<file path="config.mk">
export PLATFORM = sky130hd
export DESIGN_NAME = mem_wb_stage_flat
export DESIGN_NICKNAME = d
export VERILOG_FILES = /design/src/rtl/mem_wb_stage_if.sv /design/src/rtl/mem_wb_stage.sv /design/src/flat_wrapper.sv
export SDC_FILE = /design/constraint.sdc
export NUM_CORES = 1
export LEC_CHECK = 0
export ABC_CLOCK_PERIOD_IN_PS = 4200
export CORE_MARGIN = 2
export CORE_UTILIZATION = 48
export CTS_BUF_LIST = sky130_fd_sc_hd__clkbuf_8
export CTS_CLUSTER_DIAMETER = 30
export DETAILED_ROUTE_END_ITERATION = 7
export PLACE_DENSITY_LB_ADDON = 0.12
export SKIP_CTS_REPAIR_TIMING = 1
export SYNTH_ARGS = -nofsm -noshare
export SYNTH_HDL_FRONTEND = slang
export SYNTH_SLANG_ARGS = --single-unit
</file>
<file path="constraint.sdc">
create_clock -name clk -period 4.2 [get_ports clk]
set_clock_uncertainty 0.2 [all_clocks]
set_input_delay 0.84 -clock clk [delete_from_list [all_inputs] [get_ports clk]]
set_output_delay 0.84 -clock clk [all_outputs]
set_load 0.05 [all_outputs]
</file>
<file path="src/rtl/mem_wb_stage_if.sv">
// MEM -> WB stage bundle: MEM-side controls and operands in, WB results out.
// master is the MEM/hazard side, slave is the WB register stage.
interface mem_wb_stage_if #(
  parameter int OPERAND_WIDTH = 32,
  parameter int RF_ADDR_WIDTH = 5
);
  logic                     stall;
  logic                     flush;
  logic                     in_valid;
  logic [OPERAND_WIDTH-1:0] alu_result;
  logic [31:0]              mem_data;
  logic [OPERAND_WIDTH-1:0] pc_plus4;
  logic [RF_ADDR_WIDTH-1:0] rd_addr;
  logic                     ctrl_reg_write;
  logic [1:0]               ctrl_wb_sel;
  logic [2:0]               ctrl_load_size;

  logic                     wb_valid;
  logic                     wb_reg_write;
  logic [RF_ADDR_WIDTH-1:0] wb_rd_addr;
  logic [OPERAND_WIDTH-1:0] wb_data;
  logic                     wb_load_fault;
  logic [31:0]              retire_count;

  modport master (
    output stall, flush, in_valid,
    output alu_result, mem_data, pc_plus4,
    output rd_addr, ctrl_reg_write,
    output ctrl_wb_sel, ctrl_load_size,
    input  wb_valid, wb_reg_write,
    input  wb_rd_addr, wb_data,
    input  wb_load_fault, retire_count
  );

  modport slave (
    input  stall, flush, in_valid,
    input  alu_result, mem_data, pc_plus4,
    input  rd_addr, ctrl_reg_write,
    input  ctrl_wb_sel, ctrl_load_size,
    output wb_valid, wb_reg_write,
    output wb_rd_addr, wb_data,
    output wb_load_fault, retire_count
  );
endinterface

</file>
<file path="src/rtl/mem_wb_stage.sv">
// MEM/WB pipeline register: load extraction, alignment fault check,
// write-back mux and retired-instruction counter.
module mem_wb_stage #(
  parameter int OPERAND_WIDTH = 32,
  parameter int RF_ADDR_WIDTH = 5
) (
  input  logic           clk,
  input  logic           rst,
  mem_wb_stage_if.slave  bus
);

  logic [1:0]  offset;
  logic [7:0]  ld_byte;
  logic [15:0] ld_half;
  logic [31:0] ld_value;
  logic        ld_fault;

  logic is_lb, is_lh, is_lw;
  logic is_lbu, is_lhu;
  logic sel_alu, sel_load;
  logic sel_link, sel_rsvd;

  logic [OPERAND_WIDTH-1:0] nxt_data;
  logic                     nxt_fault;
  logic                     nxt_rw;

  logic                     valid_q;
  logic                     rw_q;
  logic [RF_ADDR_WIDTH-1:0] rd_q;
  logic [OPERAND_WIDTH-1:0] data_q;
  logic                     fault_q;
  logic [31:0]              retire_q;

  assign offset = bus.alu_result[1:0];

  assign is_lb  = bus.ctrl_load_size == 3'b000;
  assign is_lh  = bus.ctrl_load_size == 3'b001;
  assign is_lw  = bus.ctrl_load_size == 3'b010;
  assign is_lbu = bus.ctrl_load_size == 3'b100;
  assign is_lhu = bus.ctrl_load_size == 3'b101;

  assign sel_alu  = bus.ctrl_wb_sel == 2'b00;
  assign sel_load = bus.ctrl_wb_sel == 2'b01;
  assign sel_link = bus.ctrl_wb_sel == 2'b10;
  assign sel_rsvd = bus.ctrl_wb_sel == 2'b11;

  always_comb begin
    ld_byte = bus.mem_data[7:0];
    unique case (offset)
      2'd0: ld_byte = bus.mem_data[7:0];
      2'd1: ld_byte = bus.mem_data[15:8];
      2'd2: ld_byte = bus.mem_data[23:16];
      2'd3: ld_byte = bus.mem_data[31:24];
      default: ld_byte = bus.mem_data[7:0];
    endcase
    ld_half = offset[1] ? bus.mem_data[31:16]
                        : bus.mem_data[15:0];
  end

  // Undefined funct3 encodings land in default and fault.
  always_comb begin
    ld_value = '0;
    ld_fault = 1'b0;
    unique case (1'b1)
      is_lb:  ld_value = {{24{ld_byte[7]}}, ld_byte};
      is_lbu: ld_value = {24'd0, ld_byte};
      is_lh: begin
        ld_value = {{16{ld_half[15]}}, ld_half};
        ld_fault = offset[0];
      end
      is_lhu: begin
        ld_value = {16'd0, ld_half};
        ld_fault = offset[0];
      end
      is_lw: begin
        ld_value = bus.mem_data;
        ld_fault = offset != 2'd0;
      end
      default: ld_fault = 1'b1;
    endcase
  end

  always_comb begin
    nxt_data  = '0;
    nxt_fault = 1'b0;
    unique case (1'b1)
      sel_alu:  nxt_data = bus.alu_result;
      sel_load: begin
        nxt_fault = ld_fault;
        nxt_data  = ld_fault ? '0 : ld_value;
      end
      sel_link: nxt_data = bus.pc_plus4;
      sel_rsvd: nxt_data = '0;
      default:  nxt_data = '0;
    endcase
  end

  assign nxt_rw = bus.in_valid
                & bus.ctrl_reg_write
                & (bus.rd_addr != '0)
                & ~nxt_fault;

  // Flush leaves rd/data untouched; only the qualifiers matter then.
  always_ff @(posedge clk) begin
    if (rst) begin
      valid_q  <= 1'b0;
      rw_q     <= 1'b0;
      rd_q     <= '0;
      data_q   <= '0;
      fault_q  <= 1'b0;
      retire_q <= '0;
    end else if (bus.flush) begin
      valid_q  <= 1'b0;
      rw_q     <= 1'b0;
      fault_q  <= 1'b0;
    end else if (!bus.stall) begin
      valid_q  <= bus.in_valid;
      rw_q     <= nxt_rw;
      rd_q     <= bus.rd_addr;
      data_q   <= nxt_data;
      fault_q  <= nxt_fault;
      retire_q <= retire_q + {31'd0, bus.in_valid};
    end
  end

  assign bus.wb_valid      = valid_q;
  assign bus.wb_reg_write  = rw_q;
  assign bus.wb_rd_addr    = rd_q;
  assign bus.wb_data       = data_q;
  assign bus.wb_load_fault = fault_q;
  assign bus.retire_count  = retire_q;

endmodule

</file>
<file path="src/flat_wrapper.sv">
// flat-port wrapper written by rule: the top's interface ports become plain ports
module mem_wb_stage_flat 
#(
  parameter int OPERAND_WIDTH = 32,
  parameter int RF_ADDR_WIDTH = 5
)
  (clk, rst, bus_stall, bus_flush, bus_in_valid, bus_alu_result, bus_mem_data, bus_pc_plus4, bus_rd_addr, bus_ctrl_reg_write, bus_ctrl_wb_sel, bus_ctrl_load_size, bus_wb_valid, bus_wb_reg_write, bus_wb_rd_addr, bus_wb_data, bus_wb_load_fault, bus_retire_count);
  mem_wb_stage_if #(.OPERAND_WIDTH(OPERAND_WIDTH), .RF_ADDR_WIDTH(RF_ADDR_WIDTH)) bus_i ();
  input  logic clk;
  input  logic rst;
  input wire logic [$bits(bus_i.stall)-1:0] bus_stall;
  input wire logic [$bits(bus_i.flush)-1:0] bus_flush;
  input wire logic [$bits(bus_i.in_valid)-1:0] bus_in_valid;
  input wire logic [$bits(bus_i.alu_result)-1:0] bus_alu_result;
  input wire logic [$bits(bus_i.mem_data)-1:0] bus_mem_data;
  input wire logic [$bits(bus_i.pc_plus4)-1:0] bus_pc_plus4;
  input wire logic [$bits(bus_i.rd_addr)-1:0] bus_rd_addr;
  input wire logic [$bits(bus_i.ctrl_reg_write)-1:0] bus_ctrl_reg_write;
  input wire logic [$bits(bus_i.ctrl_wb_sel)-1:0] bus_ctrl_wb_sel;
  input wire logic [$bits(bus_i.ctrl_load_size)-1:0] bus_ctrl_load_size;
  output wire logic [$bits(bus_i.wb_valid)-1:0] bus_wb_valid;
  output wire logic [$bits(bus_i.wb_reg_write)-1:0] bus_wb_reg_write;
  output wire logic [$bits(bus_i.wb_rd_addr)-1:0] bus_wb_rd_addr;
  output wire logic [$bits(bus_i.wb_data)-1:0] bus_wb_data;
  output wire logic [$bits(bus_i.wb_load_fault)-1:0] bus_wb_load_fault;
  output wire logic [$bits(bus_i.retire_count)-1:0] bus_retire_count;
  assign bus_i.stall = bus_stall;
  assign bus_i.flush = bus_flush;
  assign bus_i.in_valid = bus_in_valid;
  assign bus_i.alu_result = bus_alu_result;
  assign bus_i.mem_data = bus_mem_data;
  assign bus_i.pc_plus4 = bus_pc_plus4;
  assign bus_i.rd_addr = bus_rd_addr;
  assign bus_i.ctrl_reg_write = bus_ctrl_reg_write;
  assign bus_i.ctrl_wb_sel = bus_ctrl_wb_sel;
  assign bus_i.ctrl_load_size = bus_ctrl_load_size;
  assign bus_wb_valid = bus_i.wb_valid;
  assign bus_wb_reg_write = bus_i.wb_reg_write;
  assign bus_wb_rd_addr = bus_i.wb_rd_addr;
  assign bus_wb_data = bus_i.wb_data;
  assign bus_wb_load_fault = bus_i.wb_load_fault;
  assign bus_retire_count = bus_i.retire_count;
  mem_wb_stage #(.OPERAND_WIDTH(OPERAND_WIDTH), .RF_ADDR_WIDTH(RF_ADDR_WIDTH)) u_core (.clk(clk), .rst(rst), .bus(bus_i));
endmodule
</file>
==> results of run 1 <==
worst max path at each step:
stage                      start                     endpoint  depth (start not counted)
6_report       bus_alu_result[0]       u_core.bus.wb_data[19]                          5
5_1_grt        bus_alu_result[0]       u_core.bus.wb_data[29]                          5
4_1_cts        bus_alu_result[0]       u_core.bus.wb_data[19]                          5
3_5_place_dp   bus_alu_result[0]       u_core.bus.wb_data[19]                          5
3_3_place_gp   bus_alu_result[0]       u_core.bus.wb_data[14]                          5
2_1_floorplan       bus_in_valid  u_core.bus.retire_count[28]                          7
cell families (layout without fill, tap and decap cells):
kind of cell | after synthesis | in the layout
buffers and inverters | 57 | 217
DFF | 72 | 72
adders and majority gates | 2 | 2
xor gates and xnor gates | 8 | 8
muxes | 52 | 52
AOI/OAI and AO/OA | 175 | 175
and+or+nand+nor | 161 | 161
layer usage:
layer | track usage, % | vias up
li1 | - | 2345
met1 | 32.86 | 2330
met2 | 49.20 | 216
met3 | 8.008 | 35
met4 | 10.64 | 0
met5 | 0 | -
area by class of cell:
type / count / area (sq um)
tap: 111 / 138.9
inverter: 10 / 37.54
timing repair buffer: 191 / 1877
clock buffer: 10 / 137.6
multi-input combinational: 398 / 2781
sequential: 72 / 1441
clock inverter: 6 / 43.79
fill: 740 / 2651
placed cells by master (no fill, tap or decap), types with 4 or more instances in the layout:
cell type,instances
nor2b_1,8
o21a_1,7
o21ai_0,17
xor2_1,5
and4_1,5
o22ai_1,6
nor2_1,39
o31ai_1,10
or4_1,11
nor3_1,10
a21oi_1,48
or3_1,5
clkdlybuf4s50_1,180
nand4_1,7
inv_1,11
dfxtp_1,72
nor4_1,4
buf_4,8
clkbuf_8,10
mux2_2,12
mux2i_1,36
a221oi_1,25
a22oi_1,9
nand3_1,10
o2bb2ai_1,20
o221ai_1,19
nand2_1,37
worst register-to-register path: stages, from the launching register on:
cell,delay [ps]
dfxtp_1,360
ha_1,260
ha_1,200
nor4bb_1,320
buf_4,240
nand4_2,190
or4_1,450
a21oi_1,170
power by group:
group / switching (uW) / total (uW) / internal (uW)
logic: 186 / 364 / 177
clock network: 291 / 524 / 233
registers: 7.48 / 700 / 693
flip-flops by register name, summed over array words and instances (netlist names):
name,flops
u_core.bus.wb_rd_addr,5
u_core.bus.wb_data,32
u_core.bus.wb_valid,1
u_core.bus.wb_load_fault,1
u_core.bus.wb_reg_write,1
u_core.bus.retire_count,32
per-stage QoR:
stage                     instances  total power [uW]  utilization (%)  area, sq um  hold WS, ps
after floorplan                 527             906.2                -         4462        475.3
after global placement          782              1069            68.90         6276        246.4
after detailed placement        782              1075            68.90         6276        251.5
after CTS                       798              1587            70.89         6457        261.7
after global routing            798              1648            70.89         6457        289.8
final                           798              1587            70.89         6457        260.8
==> impl_metrics.yaml, run 1 <==
clock_tree:
  cts.sinks: 72
  clock_tree.buffer_depth: 2
  numCtsBuffers: 9
  cts_tree: "done"
  cts.clk_slew.worst_paths_ps: 90
  clock_tree.root_cell: "clkbuf_8"
  htreeDepth: 3
  clock_latency_reported_for_the_late_side_of_the_worst_skew_pair_ps: 360
place:
  dp_hpwl_microns: 10420
  numPortBuffers: 183
  finalWeightedCongestion: 0.9205
  dpl_worst_slack_ps: 690.3
detailed_routing:
  drc: 0
  wire_per_inst_microns: 18.05
  route.layer.met1.wl_microns: 5642
  drt_pass1_iterations: 5
  wl_met3_microns: 1155
  route.antenna.remaining_nets: 0
  first_iter_violations: 241
  postRouteWirelength_microns: 14400
  viasPerCell: 6.173
  detailroute.via_count: 4926
  top_layer: "met4"
  met2WireLength_microns: 7208
die:
  floorplan.die_area_sq_um: 10080
  start_util_pct: 48.98
  x_dimension_of_the_die_microns: 100.4
  chipHeight_microns: 100.4
  area_inside_the_core_boundary_sq_um: 9109
  io_pins: 184
  row_count: 35
worst_setup_path:
  timing.rr.start: "u_core.bus.retire_count[0]"
  timing.critical_path.from_type: "input port"
  data_required_time_of_the_worst_path_ps: 4280
  timing.critical_path.slowest_stage_cell: "o21a_1"
  ff2ff_path_depth: 7
  worstPathMaxFanout: 20
  crit_path_cell_trace: "clkdlybuf4s50_1, nor4_1, o21a_1, o221ai_1, a21oi_1"
  crit_path_max_incr_delay_ps: 720
  cp.arrival_ps: 3240
  worstReg2RegEnd: "u_core.bus.retire_count[24]"
  worst-setup-path-type: "in -> reg"
  worstSetupEndpointType: "register"
  critical_path.n_buffers_inverters: 1
  setup.reg_to_reg.worst_slack_ps: 1740
  crit_family: "compound AO/OA/AOI/OAI gates"
synth:
  netlist_area_sq_um: 4462
  synthesized_area_fraction_occupied_by_and_or_nand_nor_cells_pct: 19.71
  synth_top_flop_cell: "dfxtp_1"
  syn_avg_cell_area_sq_um: 8.466
  synth_top_family_by_area: "compound AO/OA/AOI/OAI gates"
  synth_cell_type_count: 58
  synth_compound_gate_area_share_pct: 27.57
  synth-async-reset-ratio_pct: 0
  synth.area.top_cells: "dfxtp_1, mux2i_1, a21oi_1"
  netlist_top_cells_count: "dfxtp_1, a21oi_1, nor2_1, nand2_1, mux2i_1"
  synth_area_leader_cell: "dfxtp_1"
  ys_seq_area_share_pct: 32.31
  yosys.area_share.xor_xnor_pct: 1.570
  synth_fp_nets: 641
  muxShareOfSynthArea_pct: 12.62
  arithmetic_cell_share_of_the_synthesized_area_counting_full_adders_half_adders_and_majority_gates_pct: 0.5609
  postSynthCellCount: 527
  synth_warn: 0
  post-synth-top-area-fraction_pct: 32.31
  post-synth-top-count-cell: "dfxtp_1"
  synth_edf_count: 0
  ys_ff_latch: 72
pwr:
  ir_worst_vdd_v: 0.0001765
  cellPowerDensity_nw_per_um2: 245.8
  total_leakage_power_uw: 0.002196
timing:
  worst_pin_slew_ps: 1123
  finalSetupViolCount: 0
  timing.final.max_slew_violations: 0
  final_critical_path_setup_slack_ps: 1036
  setup-tns-final_ps: 0
  post-route-min-period_ps: 3164
  max_freq_ghz: 0.3161
  post-route-period-util_pct: 75.33
  hold_viol_final: 0
  rsz0062_at_grt: "no"
  worst_slew_margin_rel_pct: 24.87
job:
  timing.max_cap.violations: 0
global_routing:
  gr-usage-all-layers_pct: 28.25
  initial_antenna_violation_count: 0
  grt-ovfl-total: 0
  grt_start_max_net_pins: 41
  grt_pass1_vias: 4737
  grt_first_pass_wirelength_microns: 22870
final_layout:
  final_layout_size_suffix_gt1_share_pct: 7.715
  final_nets: 796
  areaGrowthSynthToFinish_pct: 44.73
  diodes: 0
worst_hold_path:
  worstHoldPathType: "reg -> reg"
  min-delay-start: "u_core.bus.wb_rd_addr[0]"
  hold_depth: 2
  worst_hold_path.endpoint: "u_core.bus.wb_rd_addr[0]"
run_status:
  status: "finished clean"
(Power assumes the default switching activity.)
==> inputs of run 2 (changes only) <==
ABC_CLOCK_PERIOD_IN_PS = 3200   (was 4200)
CORE_UTILIZATION = 45   (was 48)
clock period = 3.2 ns   (was 4.2 ns; I/O delays follow)
==> impl_metrics.yaml, run 2 (synthesis results as in run 1) <==
run_status:
  status: "finished clean"
detailed_routing:
  viasPerCell: 6.059
  route.antenna.remaining_nets: 0
  drc: 0
  first_iter_violations: 210
  drt_pass1_iterations: 4
  detailroute.via_count: 5029
  wire_per_inst_microns: 17.75
  postRouteWirelength_microns: 14730
pwr:
  cellPowerDensity_nw_per_um2: 325.6
  ir_worst_vdd_v: 0.0002025
  total_leakage_power_uw: 0.002269
timing:
  worst_slew_margin_rel_pct: 51.87
  post-route-period-util_pct: 88.14
  hold_viol_final: 0
  timing.final.max_slew_violations: 0
  max_freq_ghz: 0.3546
  rsz0062_at_grt: "no"
  worst_pin_slew_ps: 720.0
  finalSetupViolCount: 0
  post-route-min-period_ps: 2820
  setup-tns-final_ps: 0
  fin_worst_hold_slack_ps: 271.4
final_layout:
  fill_cells: 812
  most-common-layout-cells: "clkdlybuf4s50_1, dfxtp_1, a21oi_1"
  areaGrowthSynthToFinish_pct: 47.92
  final_layout_size_suffix_gt1_share_pct: 9.039
  multi_input_area_sq_um: 2781
  post-route-cell-area_sq_um: 6600
  register_area_sq_um: 1441
  final_nets: 806
  postLayoutCoreUtil_pct: 68.15
  layout.cells.most_common: "clkdlybuf4s50_1"
  diodes: 0
place:
  place_area_sq_um: 6404
  finalWeightedCongestion: 0.8409
  numPortBuffers: 183
  dp_hpwl_microns: 10770
clock_tree:
  cts.clk_slew.worst_paths_ps: 80
  clock_latency_reported_for_the_late_side_of_the_worst_skew_pair_ps: 350
  clock_tree.root_cell: "clkbuf_8"
  cts.sinks: 72
  numCtsBuffers: 9
  clock_tree.buffer_depth: 2
  htreeDepth: 3
  cts_tree: "done"
worst_setup_path:
  timing.critical_path.from_type: "input port"
  worst-setup-path-type: "in -> reg"
  worstSetupEndpointType: "register"
  worstPathMaxFanout: 10
  cp.arrival_ps: 2900
  ff2ff_path_depth: 7
  startpoint: "bus_in_valid"
  timing.rr.start: "u_core.bus.retire_count[0]"
  data_required_time_of_the_worst_path_ps: 3280
worst_hold_path:
  min-delay-start: "u_core.bus.wb_rd_addr[0]"
  worstHoldPathType: "reg -> reg"
  hold_depth: 2
global_routing:
  grt_start_max_net_pins: 42
  initial_antenna_violation_count: 0
  grt_pass1_vias: 4881
  gr-usage-all-layers_pct: 26.33
  grt-ovfl-total: 0
  grt_first_pass_wirelength_microns: 23380
die:
  start_util_pct: 46.07
  area_inside_the_core_boundary_sq_um: 9684
  x_dimension_of_the_die_microns: 103.6
  row_count: 36
  chipHeight_microns: 103.6
  floorplan.die_area_sq_um: 10730
  io_pins: 184
job:
  timing.max_cap.violations: 0
==> run 2: changes by cell type in the layout (fill, tap and decap cells not counted) <==
cell        delta
clkbuf_8       -1
bufinv_16      +1
buf_12         +2
clkinv_4       +2
clkinv_2       +1
buf_4          +8
clkinvlp_4     -2
inv_6          -1
==> run 2: worst paths after layout <==
| check | endpoint | slack [ps] |
|---|---|---|
| worst min register to register | u_core.bus.wb_rd_addr[0] | 270 |
| worst max register to register | u_core.bus.retire_count[28] | 800 |
| worst min-delay path | u_core.bus.wb_rd_addr[0] | 270 |
| worst max-delay path | u_core.bus.retire_count[28] | 380 |
==> run 2: cell type report <==
type                            instances  area share [%]
Inverter                               10          0.5687
Clock buffer                            9           1.877
Timing Repair Buffer                  201           29.95
Multi-Input combinational cell        398           42.14
Sequential cell                        72           21.84
Clock inverter                          7           1.100
Tap cell                              133           2.521
==> run 2: routing by layer <==
metal  track usage, %  vias to the layer above  wire, microns
li1                 -                     2367              -
met1            30.95                     2375           5752
met2            47.49                      251           7468
met3            5.475                       36           1146
met4            9.073                        0            365
met5                0                        -              0
==> run 2: worst max-delay path: stages <==
cell	delay (ps)
clkdlybuf4s50_1	490
ha_1	240
ha_1	210
nor4bb_1	300
buf_4	220
nand3_4	130
or4_1	490
a21oi_1	170
==> run 2: per-stage QoR <==
step	setup slack, ps	instances	total power [uW]
2_1_floorplan	668.3	527	1189
3_3_place_gp	211.7	814	1417
3_5_place_dp	43.25	814	1427
4_1_cts	386.0	830	2158
5_1_grt	280.5	830	2234
6_report	379.5	830	2149
==> run 2: where the power goes <==
part	switching, uW	internal [uW]
clock network	377	362
logic	248	244
registers	10.2	909
==> inputs of run 3 (changes only) <==
CAP_MARGIN = 20   (was not set)
CORE_UTILIZATION = 44   (was 45)
CTS_BUF_LIST = not set   (was sky130_fd_sc_hd__clkbuf_8)
SETUP_SLACK_MARGIN = 0.02   (was not set)
==> impl_metrics.yaml, run 3 (synthesis results as in run 1) <==
run_status:
  status: "finished clean"
clock_tree:
  cts.clk_slew.worst_paths_ps: 80
  numCtsBuffers: 9
  clock_tree.root_cell: "clkbuf_8"
  cts_tree: "done"
  htreeDepth: 3
  cts.sinks: 72
  clock_tree.buffer_depth: 2
  clock_latency_reported_for_the_late_side_of_the_worst_skew_pair_ps: 360
die:
  chipHeight_microns: 104.7
  floorplan.die_area_sq_um: 10960
  x_dimension_of_the_die_microns: 104.7
  row_count: 36
  io_pins: 184
  area_inside_the_core_boundary_sq_um: 9819
  start_util_pct: 45.44
global_routing:
  grt_first_pass_wirelength_microns: 23890
  grt_start_max_net_pins: 32
  initial_antenna_violation_count: 0
  gr-usage-all-layers_pct: 26.59
  grt_pass1_vias: 4935
  grt-ovfl-total: 0
worst_setup_path:
  timing.critical_path.slowest_stage_cell: "or4_1"
  critical_path.n_buffers_inverters: 2
  crit_family: "simple AND/OR/NAND/NOR gates"
  cp.arrival_ps: 2830
  crit_path_max_incr_delay_ps: 490
  worstSetupEndpointType: "register"
  crit_path_cell_trace: "clkdlybuf4s50_1, ha_1, ha_1, nor4bb_1, buf_4, nand3_4, or4_1, a21oi_1"
  worstPathMaxFanout: 10
  critPathMostFrequentCell: "ha_1"
  worst-setup-path-type: "in -> reg"
  data_required_time_of_the_worst_path_ps: 3280
  timing.critical_path.from_type: "input port"
timing:
  worst_pin_slew_ps: 1045
  finalSetupViolCount: 0
  max_freq_ghz: 0.3641
  hold_viol_final: 0
  post-route-min-period_ps: 2747
  post-route-period-util_pct: 85.83
  rsz0062_at_grt: "no"
  worst_slew_margin_rel_pct: 30.12
  timing.final.max_slew_violations: 0
  setup-tns-final_ps: 0
final_layout:
  most-common-layout-cells: "clkdlybuf4s50_1, dfxtp_1, a21oi_1"
  final_nets: 806
  layout.cells.most_common: "clkdlybuf4s50_1"
  finish.cell_count_without_fillers: 830
  diodes: 0
  multi_input_area_sq_um: 2781
  final_layout_size_suffix_gt1_share_pct: 9.039
  fill_cells: 857
  areaGrowthSynthToFinish_pct: 47.95
  register_area_sq_um: 1441
  postLayoutCoreUtil_pct: 67.23
detailed_routing:
  viasPerCell: 5.907
  drc: 0
  detailroute.via_count: 4903
  first_iter_violations: 246
  wire_per_inst_microns: 17.73
  route.antenna.remaining_nets: 0
  drt_pass1_iterations: 4
  postRouteWirelength_microns: 14710
pwr:
  total_leakage_power_uw: 0.002265
  cellPowerDensity_nw_per_um2: 326.5
  ir_worst_vdd_v: 0.0001758
place:
  dp_hpwl_microns: 11010
  cells_after_dpl: 814
  finalWeightedCongestion: 0.8771
  numPortBuffers: 183
worst_hold_path:
  worstHoldPathType: "reg -> reg"
job:
  timing.max_cap.violations: 0
run 3: cell types whose count changed in the layout (fill, tap and decap cells not counted):
| cell | previous run | this run |
|---|---|---|
| clkbuf_1 | 0 | 1 |
| clkinv_4 | 2 | 1 |
| inv_1 | 11 | 10 |
| inv_6 | 1 | 0 |
| clkbuf_8 | 9 | 10 |
| clkinv_2 | 1 | 2 |
run 3: routing by layer:
layer,GRT usage [%],part of all wire [%]
met4,12.48,2.6
met1,30.71,39
met2,46.64,51
met3,5.864,7.2
met5,0,0
run 3: path summary, 6_finish.rpt:
check,start,end,slack [ps],cells past startpoint
min,u_core.bus.wb_rd_addr[0],u_core.bus.wb_rd_addr[0],270,2
max,bus_in_valid,u_core.bus.retire_count[28],450,8
min reg2reg,u_core.bus.wb_rd_addr[0],u_core.bus.wb_rd_addr[0],270,2
max reg2reg,u_core.bus.retire_count[3],u_core.bus.retire_count[31],840,4
run 3: worst min-delay path: cells and delay by family, from the launching register on:
kind,cells,cell delay (ps)
DFF,1,320
and+or+nand+nor,1,50
AOI/OAI and AO/OA,1,50
run 3: per-stage QoR:
stage	instance area (sq um)	power (uW)	worst slack, ps	hold WS (ps)
5_1_grt	6601	2245	316.1	278.2
3_3_place_gp	6404	1417	192.1	244.1
6_report	6601	2155	453.5	266.5
4_1_cts	6601	2163	477.5	268.1
3_5_place_dp	6404	1427	138.3	255.0
2_1_floorplan	4462	1189	668.3	475.3
run 3: report_power, final:
group | total [uW] | switching (uW) | internal [uW]
registers | 919 | 9.74 | 909
clock network | 746 | 366 | 381
logic | 490 | 247 | 243
total | 2160 | 622 | 1530
run 3: layout make-up:
class / count / share of cell area [%]
clock buffers: 11 / 2.142
multi-input cells: 398 / 42.13
clock inverters: 5 / 0.8529
flip-flops and latches: 72 / 21.83
repair buffers: 201 / 29.95
well taps: 133 / 2.521
inverters: 10 / 0.5686
